$ cat src/rtl/pcie_ext_cap_walker.sv
// Walks the PCIe extended capability list from START_OFFSET, one config dword read per hop,
// and stops at the first header whose ID equals TARGET_CAP_ID.
module pcie_ext_cap_walker #(
  parameter logic [15:0] TARGET_CAP_ID = 16'h0019,
  parameter logic [11:0] START_OFFSET  = 12'h100,
  parameter int          MAX_HOPS      = 64
) (
  input  logic        clk,
  input  logic        rst,
  input  logic        start,
  output logic        cfg_rd_req,
  output logic [11:0] cfg_rd_addr,
  input  logic        cfg_rd_ack,
  input  logic [31:0] cfg_rd_data,
  output logic        busy,
  output logic        done,
  output logic        found,
  output logic [11:0] cap_offset,
  output logic [31:0] cap_header,
  output logic        walk_err
);

  localparam int HW = $clog2(MAX_HOPS + 1);
  localparam logic [HW-1:0] LAST_HOP = HW'(MAX_HOPS - 1);

  typedef enum logic [1:0] {
    IDLE = 2'd0,
    REQ  = 2'd1,
    FIN  = 2'd2
  } state_t;

  state_t        state_r;
  state_t        state_s;
  logic [11:0]   addr_r;
  logic [HW-1:0] hops_r;
  logic          found_r;
  logic          walk_err_r;
  logic [11:0]   cap_offset_r;
  logic [31:0]   cap_header_r;
  logic [11:0]   next_s;
  logic          term_s;
  logic          hit_s;
  logic          err_s;

  assign next_s = cfg_rd_data[31:20];

  // Classify the header being returned, in priority order.
  always_comb begin
    term_s = 1'b0;
    hit_s  = 1'b0;
    err_s  = 1'b0;
    if ((cfg_rd_data == 32'h0000_0000) || (cfg_rd_data == 32'hFFFF_FFFF)) begin
      term_s = 1'b1;
    end else if (cfg_rd_data[15:0] == TARGET_CAP_ID) begin
      term_s = 1'b1;
      hit_s  = 1'b1;
    end else if (next_s == 12'h000) begin
      term_s = 1'b1;
    end else if ((next_s < 12'h100) || (next_s[1:0] != 2'b00)) begin
      term_s = 1'b1;
      err_s  = 1'b1;
    end else if (hops_r == LAST_HOP) begin
      // Loop guard: this read was the MAX_HOPS-th one.
      term_s = 1'b1;
      err_s  = 1'b1;
    end else begin
      term_s = 1'b0;
    end
  end

  // State register.
  always_ff @(posedge clk) begin
    if (rst) begin
      state_r <= IDLE;
    end else begin
      state_r <= state_s;
    end
  end

  // Next-state logic; start is only honoured from IDLE.
  always_comb begin
    state_s = state_r;
    case (state_r)
      IDLE: begin
        if (start) state_s = REQ;
        else       state_s = IDLE;
      end
      REQ: begin
        if (cfg_rd_ack && term_s) state_s = FIN;
        else                      state_s = REQ;
      end
      FIN:     state_s = IDLE;
      default: state_s = IDLE;
    endcase
  end

  // Handshake and status outputs decoded from the state register.
  always_comb begin
    cfg_rd_req = 1'b0;
    busy       = 1'b0;
    done       = 1'b0;
    case (state_r)
      REQ: begin
        cfg_rd_req = 1'b1;
        busy       = 1'b1;
      end
      FIN:     done = 1'b1;
      default: done = 1'b0;
    endcase
  end

  // Walk address, hop count and result registers.
  always_ff @(posedge clk) begin
    if (rst) begin
      addr_r       <= 12'h000;
      hops_r       <= '0;
      found_r      <= 1'b0;
      walk_err_r   <= 1'b0;
      cap_offset_r <= 12'h000;
      cap_header_r <= 32'h0000_0000;
    end else begin
      case (state_r)
        IDLE: begin
          if (start) begin
            addr_r       <= START_OFFSET;
            hops_r       <= '0;
            found_r      <= 1'b0;
            walk_err_r   <= 1'b0;
            cap_offset_r <= 12'h000;
            cap_header_r <= 32'h0000_0000;
          end
        end
        REQ: begin
          if (cfg_rd_ack) begin
            if (hit_s) begin
              found_r      <= 1'b1;
              cap_offset_r <= addr_r;
              cap_header_r <= cfg_rd_data;
            end
            if (err_s) walk_err_r <= 1'b1;
            if (!term_s) begin
              addr_r <= next_s;
              hops_r <= hops_r + 1'b1;
            end
          end
        end
        default: ;
      endcase
    end
  end

  assign cfg_rd_addr = addr_r;
  assign found       = found_r;
  assign walk_err    = walk_err_r;
  assign cap_offset  = cap_offset_r;
  assign cap_header  = cap_header_r;

endmodule

$ cat config.mk
export PLATFORM = sky130hd
export DESIGN_NAME = pcie_ext_cap_walker
export DESIGN_NICKNAME = d
export VERILOG_FILES = /design/src/rtl/pcie_ext_cap_walker.sv
export SDC_FILE = /design/constraint.sdc
export NUM_CORES = 1
export LEC_CHECK = 0
export ABC_CLOCK_PERIOD_IN_PS = 2100
export CORE_MARGIN = 4
export CORE_UTILIZATION = 44
export DETAILED_ROUTE_END_ITERATION = 16
export PLACE_DENSITY = 0.86
export SLEW_MARGIN = 10
export SYNTH_ARGS = -nofsm -noshare
export SYNTH_HDL_FRONTEND = slang
export SYNTH_SLANG_ARGS = --single-unit
export TNS_END_PERCENT = 5
$ cat constraint.sdc
create_clock -name clk -period 2.1 [get_ports clk]
set_input_delay 0.21 -clock clk [delete_from_list [all_inputs] [get_ports clk]]
set_output_delay 0.21 -clock clk [all_outputs]
set_load 0.03 [all_outputs]
==> results of run 1 <==
-- placed cells by master (no fill, tap or decap), types with 10 or more instances in the layout --
cell,instances
sky130_fd_sc_hd__clkbuf_8,10
sky130_fd_sc_hd__buf_4,18
sky130_fd_sc_hd__a21oi_1,31
sky130_fd_sc_hd__and3_1,14
sky130_fd_sc_hd__clkdlybuf4s50_1,94
sky130_fd_sc_hd__dfxtp_1,67
sky130_fd_sc_hd__nand3_1,55
-- cells by family after synthesis --
logic type | after synthesis
AOI/OAI and AO/OA | 68
muxes | 2
and+or+nand+nor | 120
DFF | 67
buffers and inverters | 26
adders and majority gates | 1
-- tightest hold or removal path: cells and delay by family, from the launching register on --
family             cells  cell delay [ns]
and+or+nand+nor        1             0.05
AOI/OAI and AO/OA      1             0.03
DFF                    1             0.31
-- layer usage --
| metal | GRT usage, % | vias up |
|---|---|---|
| li1 | - | 1262 |
| met1 | 25.66 | 1250 |
| met2 | 37.64 | 134 |
| met3 | 6.628 | 24 |
| met4 | 11.94 | 0 |
| met5 | 0 | - |
-- what timing repair did --
| item | CTS | global route |
|---|---|---|
| hold endpoints to repair | 0 | 0 |
| setup endpoints to repair | 2 | 0 |
| resized for setup | 3 | 0 |
| buffers inserted | 0 | 0 |
-- layout make-up --
type / instances / share of cell area, %
Clock inverter: 6 / 2.237
Clock buffer: 10 / 3.466
Multi-Input combinational cell: 191 / 29.43
Timing Repair Buffer: 116 / 28.54
Tap cell: 75 / 2.363
Sequential cell: 67 / 33.77
Inverter: 2 / 0.1890
-- registers in the layout, summed over array words and instances (netlist names) --
name and flops:
walk_err 1, cap_header 32, cap_offset 12, state_r 2, cfg_rd_addr 12, found 1
hops_r 7
-- final timing paths --
check | start | to | slack, ns | cells past startpoint
max | state_r[1] | done | 0.14 | 2
min | hops_r[6] | hops_r[6] | 0.44 | 2
max reg2reg | hops_r[0] | hops_r[4] | 0.16 | 7
min reg2reg | hops_r[6] | hops_r[6] | 0.44 | 2
-- report_power, final --
group          switching (uW)  internal, uW
sequential               17.1          1280
combinational             207           160
clock                     500           700
-- stage by stage --
stage          setup slack (ns)  hold slack (ns)  cells  utilization [%]  area [um2]
2_1_floorplan            0.4168           0.3187    284                -        2660
3_3_place_gp            0.02569           0.4186    451            63.58        3742
3_5_place_dp          -0.006509           0.4280    451            63.58        3742
4_1_cts                  0.1303           0.4374    467            67.47        3971
5_1_grt                 0.05892           0.4841    467            67.47        3971
6_report                 0.1398           0.4377    467            67.47        3971
==> metrics.sh, run 1 <==
DRT.ANTENNA.VIOLATING_NETS=0
INITIAL_CORE_UTIL_PCT=45.20
GLOBALROUTETOTALUTIL_PCT=22.43
SLEW_HEADROOM_PCT=75.34
ANTENNA_FOUND_INITIAL=0
OUTCOME='finished, final reports clean'
NUMPORTBUFFERS=96
FIN_SKEW_NS=0.008523
NUM-FILL-CELLS=468
TIMING.HOLD.WORST.CLASS='register to register'
CP-END-KIND='primary output'
FIRST_PASS_GRT_WIRE_LENGTH_MM=12.82
ROUTE.VIAS.TOTAL=2670
WL_MET1_MM=3.101
FLOORPLAN.CORE_AREA_UM2=5886
VIASPERCELL=5.717
HIGHEST-SIGNAL-LAYER='met4'
CRITPATHMAXFANOUT=7
MULTI_INPUT_AREA_UM2=1169
WORSTMARGINPINSLEW_NS=0.3666
WL_MET3_UM=683
YOSYS.AREA_SHARE.ADDER_PCT=0.4704
COMPOUND_GATE_PORTION_OF_THE_SYNTHESIZED_AREA_PCT=17.54
CLK_SINKS=67
MET2_WIRELENGTH_MM=3.929
PERIOD_NEEDED_NS=1.960
PATH_BUF_INV=1
DRT_PASS1_ITERATIONS=8
YOSYSSEQAREASHARE_PCT=50.42
REPORT.FINAL.HOLD_VIOL_COUNT=0
TIMING.CRITICAL_PATH.CELLS='nor2b_1, clkdlybuf4s50_1'
CRITPATHARRIVALTIME_NS=1.75
YS_TOP_CELLS_BY_AREA='sky130_fd_sc_hd__dfxtp_1, sky130_fd_sc_hd__nand3_1, sky130_fd_sc_hd__a21oi_1'
CRITICAL_PATH_REQUIRED_NS=1.89
CRITPATHSLOWESTCELL='sky130_fd_sc_hd__clkdlybuf4s50_1'
TNS_NS=0
SETUP_VIOL=0
SYN-CELL-AREA_UM2=2660
NETLIST-CELL-TYPE-COUNT=45
FINAL_NETS=424
PERIOD_SHARE_PCT=93.35
GLOBALROUTEOVERFLOWTOTAL=0
TRITONCTS_CLOCK_TREE='yes'
POWER_DENSITY_nW_PER_UM2=721.5
GRT_START_MAX_NET_PINS=33
YOSYS.AREA.TOP_TYPE_SHARE_PCT=50.42
VDD.IR_DROP.WORST_mV=0.4126
SYNTH-WARNING-COUNT=0
CLK_TRANSITION_REPORTED_PATHS_NS=0.07
NETLIST_INSTANCES=284
YOSYS.CELL_COUNT.TOP_TYPE='sky130_fd_sc_hd__dfxtp_1'
SIMPLE_GATE_SHARE_OF_THE_SYNTHESIZED_AREA_PCT=24.84
SYNTH_TOP_AREA_CELL='sky130_fd_sc_hd__dfxtp_1'
CLOCK_PATH_BUFFERS=2
FP.DIEAREA_UM2=7354
POST-DP-HPWL_MM=5.766
MAX_FREQ_MHz=510.1
ROUTED_WL_MM=7.972
CLOCKROOTBUFFER='sky130_fd_sc_hd__clkbuf_8'
SYNTHARSTFLOPSHARE_PCT=0
DRT_DRC_VIOLATIONS_LEFT=0
SYNTH_EDF_COUNT=0
STD_CELL_ROWS=28
SYNTH-XOR-AREA-SHARE_PCT=0
START_KIND='register'
CATEGORY_OF_THE_CRITICAL_SETUP_TIMING_PATH='register to primary output'
DRV_CAP=0
YOSYS-TOP-CELLS-COUNT='sky130_fd_sc_hd__dfxtp_1, sky130_fd_sc_hd__nand3_1, sky130_fd_sc_hd__a21oi_1'
SYN-NUM-NETS=321
DIE_W_UM=85.76
YOSYS_REGISTER_BITS=67
IOS=97
TOTALPOWERFINAL_uW=2865
DRT_FIRST_ITER_VIOLATIONS=204
DRT-WIRELENGTH-PER-CELL_UM=17.07
ANTENNADIODECOUNT=0
POWER.LEAKAGE_uW=0.001427
CTS_MAX_LEVEL=3
LAYOUT_CELL_SHARE_WITH_DRIVE_STRENGTH_BEYOND_1_PCT=11.99
GP_ROUTABILITY_CONGESTION=0.8928
GRT_SETUP_UNREPAIRED='false'
LAYOUT.AREA.SEQ_UM2=1341
DIE_Y_UM=85.76
TIMING.FINAL.MAX_SLEW_VIOLATIONS=0
SYNTH_FLOP_TYPE='sky130_fd_sc_hd__dfxtp_1'
CPPEAKSTAGEDELAY_NS=0.69
DOMINANT_COMBINATIONAL_CELL_FAMILY_BY_AREA_AFTER_SYNTHESIS='simple AND/OR/NAND/NOR gates'
CPLARGESTDELAYFAMILY='buffers and inverters'
INSERTION_DELAY_NS=0.35
SYNTH_MUX_AREA_SHARE_PCT=0.7996
NUMCTSBUFFERS=9
CTS.HOLD.BUFFERS_ADDED=0
SYNTH_AREA_PER_CELL_UM2=9.366
NUMBER_OF_GLOBAL_ROUTE_VIAS_BEFORE_REPAIR=2583
AREAGROWTHSYNTHTOFINISH_PCT=49.29
(Power assumes the default switching activity.)
==> inputs of run 2 (changes only) <==
ABC_CLOCK_PERIOD_IN_PS = 2250   (was 2100)
GPL_TIMING_DRIVEN = 0   (was default)
clock period = 2.25 ns   (was 2.1 ns; I/O delays follow)
==> metrics.sh, run 2 (synthesis results as in run 1) <==
FINAL_COMMON_CELL='sky130_fd_sc_hd__clkdlybuf4s50_1'
CP-END-KIND='primary output'
CRITPATHARRIVALTIME_NS=1.91
DRT-WIRELENGTH-PER-CELL_UM=16.57
AREAGROWTHSYNTHTOFINISH_PCT=48.59
INSERTION_DELAY_NS=0.35
FINAL_CELL_AREA_UM2=3953
POWER_DENSITY_nW_PER_UM2=681.0
ANTENNA_FOUND_INITIAL=0
FP.DIEAREA_UM2=7354
DRV_CAP=0
GLOBALROUTETOTALUTIL_PCT=21.08
GRT_SETUP_UNREPAIRED='false'
NUMBER_OF_FLIP_FLOPS_IN_THE_LARGEST_REGISTER=32
REPORT.FINAL.HOLD_VIOL_COUNT=0
IOS=97
DRT_PASS1_ITERATIONS=6
PERIOD_NEEDED_NS=2.138
CTS.HOLD.BUFFERS_ADDED=0
START_KIND='register'
CTS_MAX_LEVEL=3
MAX_FREQ_MHz=467.6
CLOCK_PATH_BUFFERS=2
SLEW_HEADROOM_PCT=69.53
NUMPORTBUFFERS=96
GRT_START_MAX_NET_PINS=19
PERIOD_SHARE_PCT=95.04
CLK_SINKS=67
NUMBER_OF_GLOBAL_ROUTE_VIAS_BEFORE_REPAIR=2481
SETUP_VIOL=0
FINAL_NETS=427
FINAL_UTIL_PCT=67.16
PLACEDINSTANCEAREA_UM2=3715
DRT_DRC_VIOLATIONS_LEFT=0
DIE_Y_UM=85.76
POST-CTS-SETUP-BUFFERS=0
TIMING.FINAL.MAX_SLEW_VIOLATIONS=0
LAYOUT.CELLS.MOST_COMMON_LIST='sky130_fd_sc_hd__clkdlybuf4s50_1, sky130_fd_sc_hd__dfxtp_1, sky130_fd_sc_hd__nand3_1'
CLK_TRANSITION_REPORTED_PATHS_NS=0.07
ANTENNADIODECOUNT=0
STD_CELL_ROWS=28
WORSTMARGINPINSLEW_NS=0.4528
DRT.ANTENNA.VIOLATING_NETS=0
NUMCTSBUFFERS=9
FLOORPLAN.CORE_AREA_UM2=5886
CATEGORY_OF_THE_CRITICAL_SETUP_TIMING_PATH='register to primary output'
GLOBALROUTEOVERFLOWTOTAL=0
POST-DP-HPWL_MM=5.783
FIRST_PASS_GRT_WIRE_LENGTH_MM=11.99
VDD.IR_DROP.WORST_mV=0.4420
FIN_SKEW_NS=0.009791
ROUTED_WL_MM=7.787
CRITPATHMAXFANOUT=18
LAYOUT_CELL_SHARE_WITH_DRIVE_STRENGTH_BEYOND_1_PCT=10.89
OUTCOME='finished, final reports clean'
GP_ROUTABILITY_CONGESTION=0.9860
CLOCKROOTBUFFER='sky130_fd_sc_hd__clkbuf_8'
DRT_FIRST_ITER_VIOLATIONS=213
DIE_W_UM=85.76
R2R_SETUP_SLACK_NS=0.29
TIMING.HOLD.WORST.CLASS='register to register'
INITIAL_CORE_UTIL_PCT=45.20
TRITONCTS_CLOCK_TREE='yes'
ROUTE.VIAS.TOTAL=2666
CRITICAL_PATH_REQUIRED_NS=2.03
VIASPERCELL=5.672
POWER.LEAKAGE_uW=0.001423
==> run 2: per-layer routing <==
metal / global-route usage (%) / part of all wire [%] / vias to the layer above
met5: 0 / 0 / -
met4: 6.187 / 1.8 / 0
met3: 6.148 / 6.7 / 16
met2: 37.22 / 50 / 112
met1: 24.70 / 41 / 1259
li1: - / - / 1279
==> run 2: metrics by stage <==
stage | setup TNS, ns | setup slack [ns] | hold WS (ns) | total power [uW] | std cells
2_1_floorplan | 0 | 0.5623 | 0.3337 | 1408 | 284
3_3_place_gp | -0.03360 | -0.03360 | 0.4211 | 1555 | 455
3_5_place_dp | -0.06451 | -0.05670 | 0.4368 | 1561 | 455
4_1_cts | 0 | 0.002410 | 0.4469 | 2697 | 470
5_1_grt | 0 | 0.01470 | 0.4868 | 2783 | 470
6_report | 0 | 0.1116 | 0.4495 | 2692 | 470
==> run 2: layout make-up <==
cell class | count | area [um2]
plain buffers | 23 | 148.9
clock buffers | 11 | 151.4
clock inverters | 5 | 85.08
fillers | 440 | 1933
inverters | 2 | 7.507
multi-input cells | 191 | 1161
flip-flops and latches | 67 | 1341
well taps | 75 | 93.84
repair buffers | 96 | 963.4
==> run 2: worst max-delay path: stages, from the launching register on <==
cell                              delay [ns]
sky130_fd_sc_hd__dfxtp_1                0.32
sky130_fd_sc_hd__buf_4                  0.16
sky130_fd_sc_hd__nor2b_1                0.14
sky130_fd_sc_hd__buf_4                  0.24
sky130_fd_sc_hd__clkdlybuf4s50_1        0.71
==> run 2: worst paths after layout <==
| check | from | endpoint | cells past startpoint |
|---|---|---|---|
| worst max register to register | state_r[0] | hops_r[2] | 8 |
| worst min-delay path | hops_r[6] | hops_r[6] | 2 |
| worst max-delay path | state_r[0] | busy | 4 |
| worst min register to register | hops_r[6] | hops_r[6] | 2 |
==> run 2: where the power goes <==
group / internal, uW / leakage [uW] / total (uW) / switching, uW
clock: 688 / 0.000116 / 1150 / 464
sequential: 1200 / 0.000540 / 1210 / 9.45
combinational: 138 / 0.000767 / 334 / 196
total: 2020 / 0.00142 / 2690 / 669
==> run 2: repair_timing <==
| item | CTS | global route |
|---|---|---|
| resized for setup | 1 | 1 |
| gates cloned | 0 | 0 |
| setup endpoints to repair | 2 | 1 |
==> inputs of run 3 (changes only) <==
TNS_END_PERCENT = 1   (was 5)
==> results of run 3 <==
Final layout, timing and power as in run 2 (identical DEF).
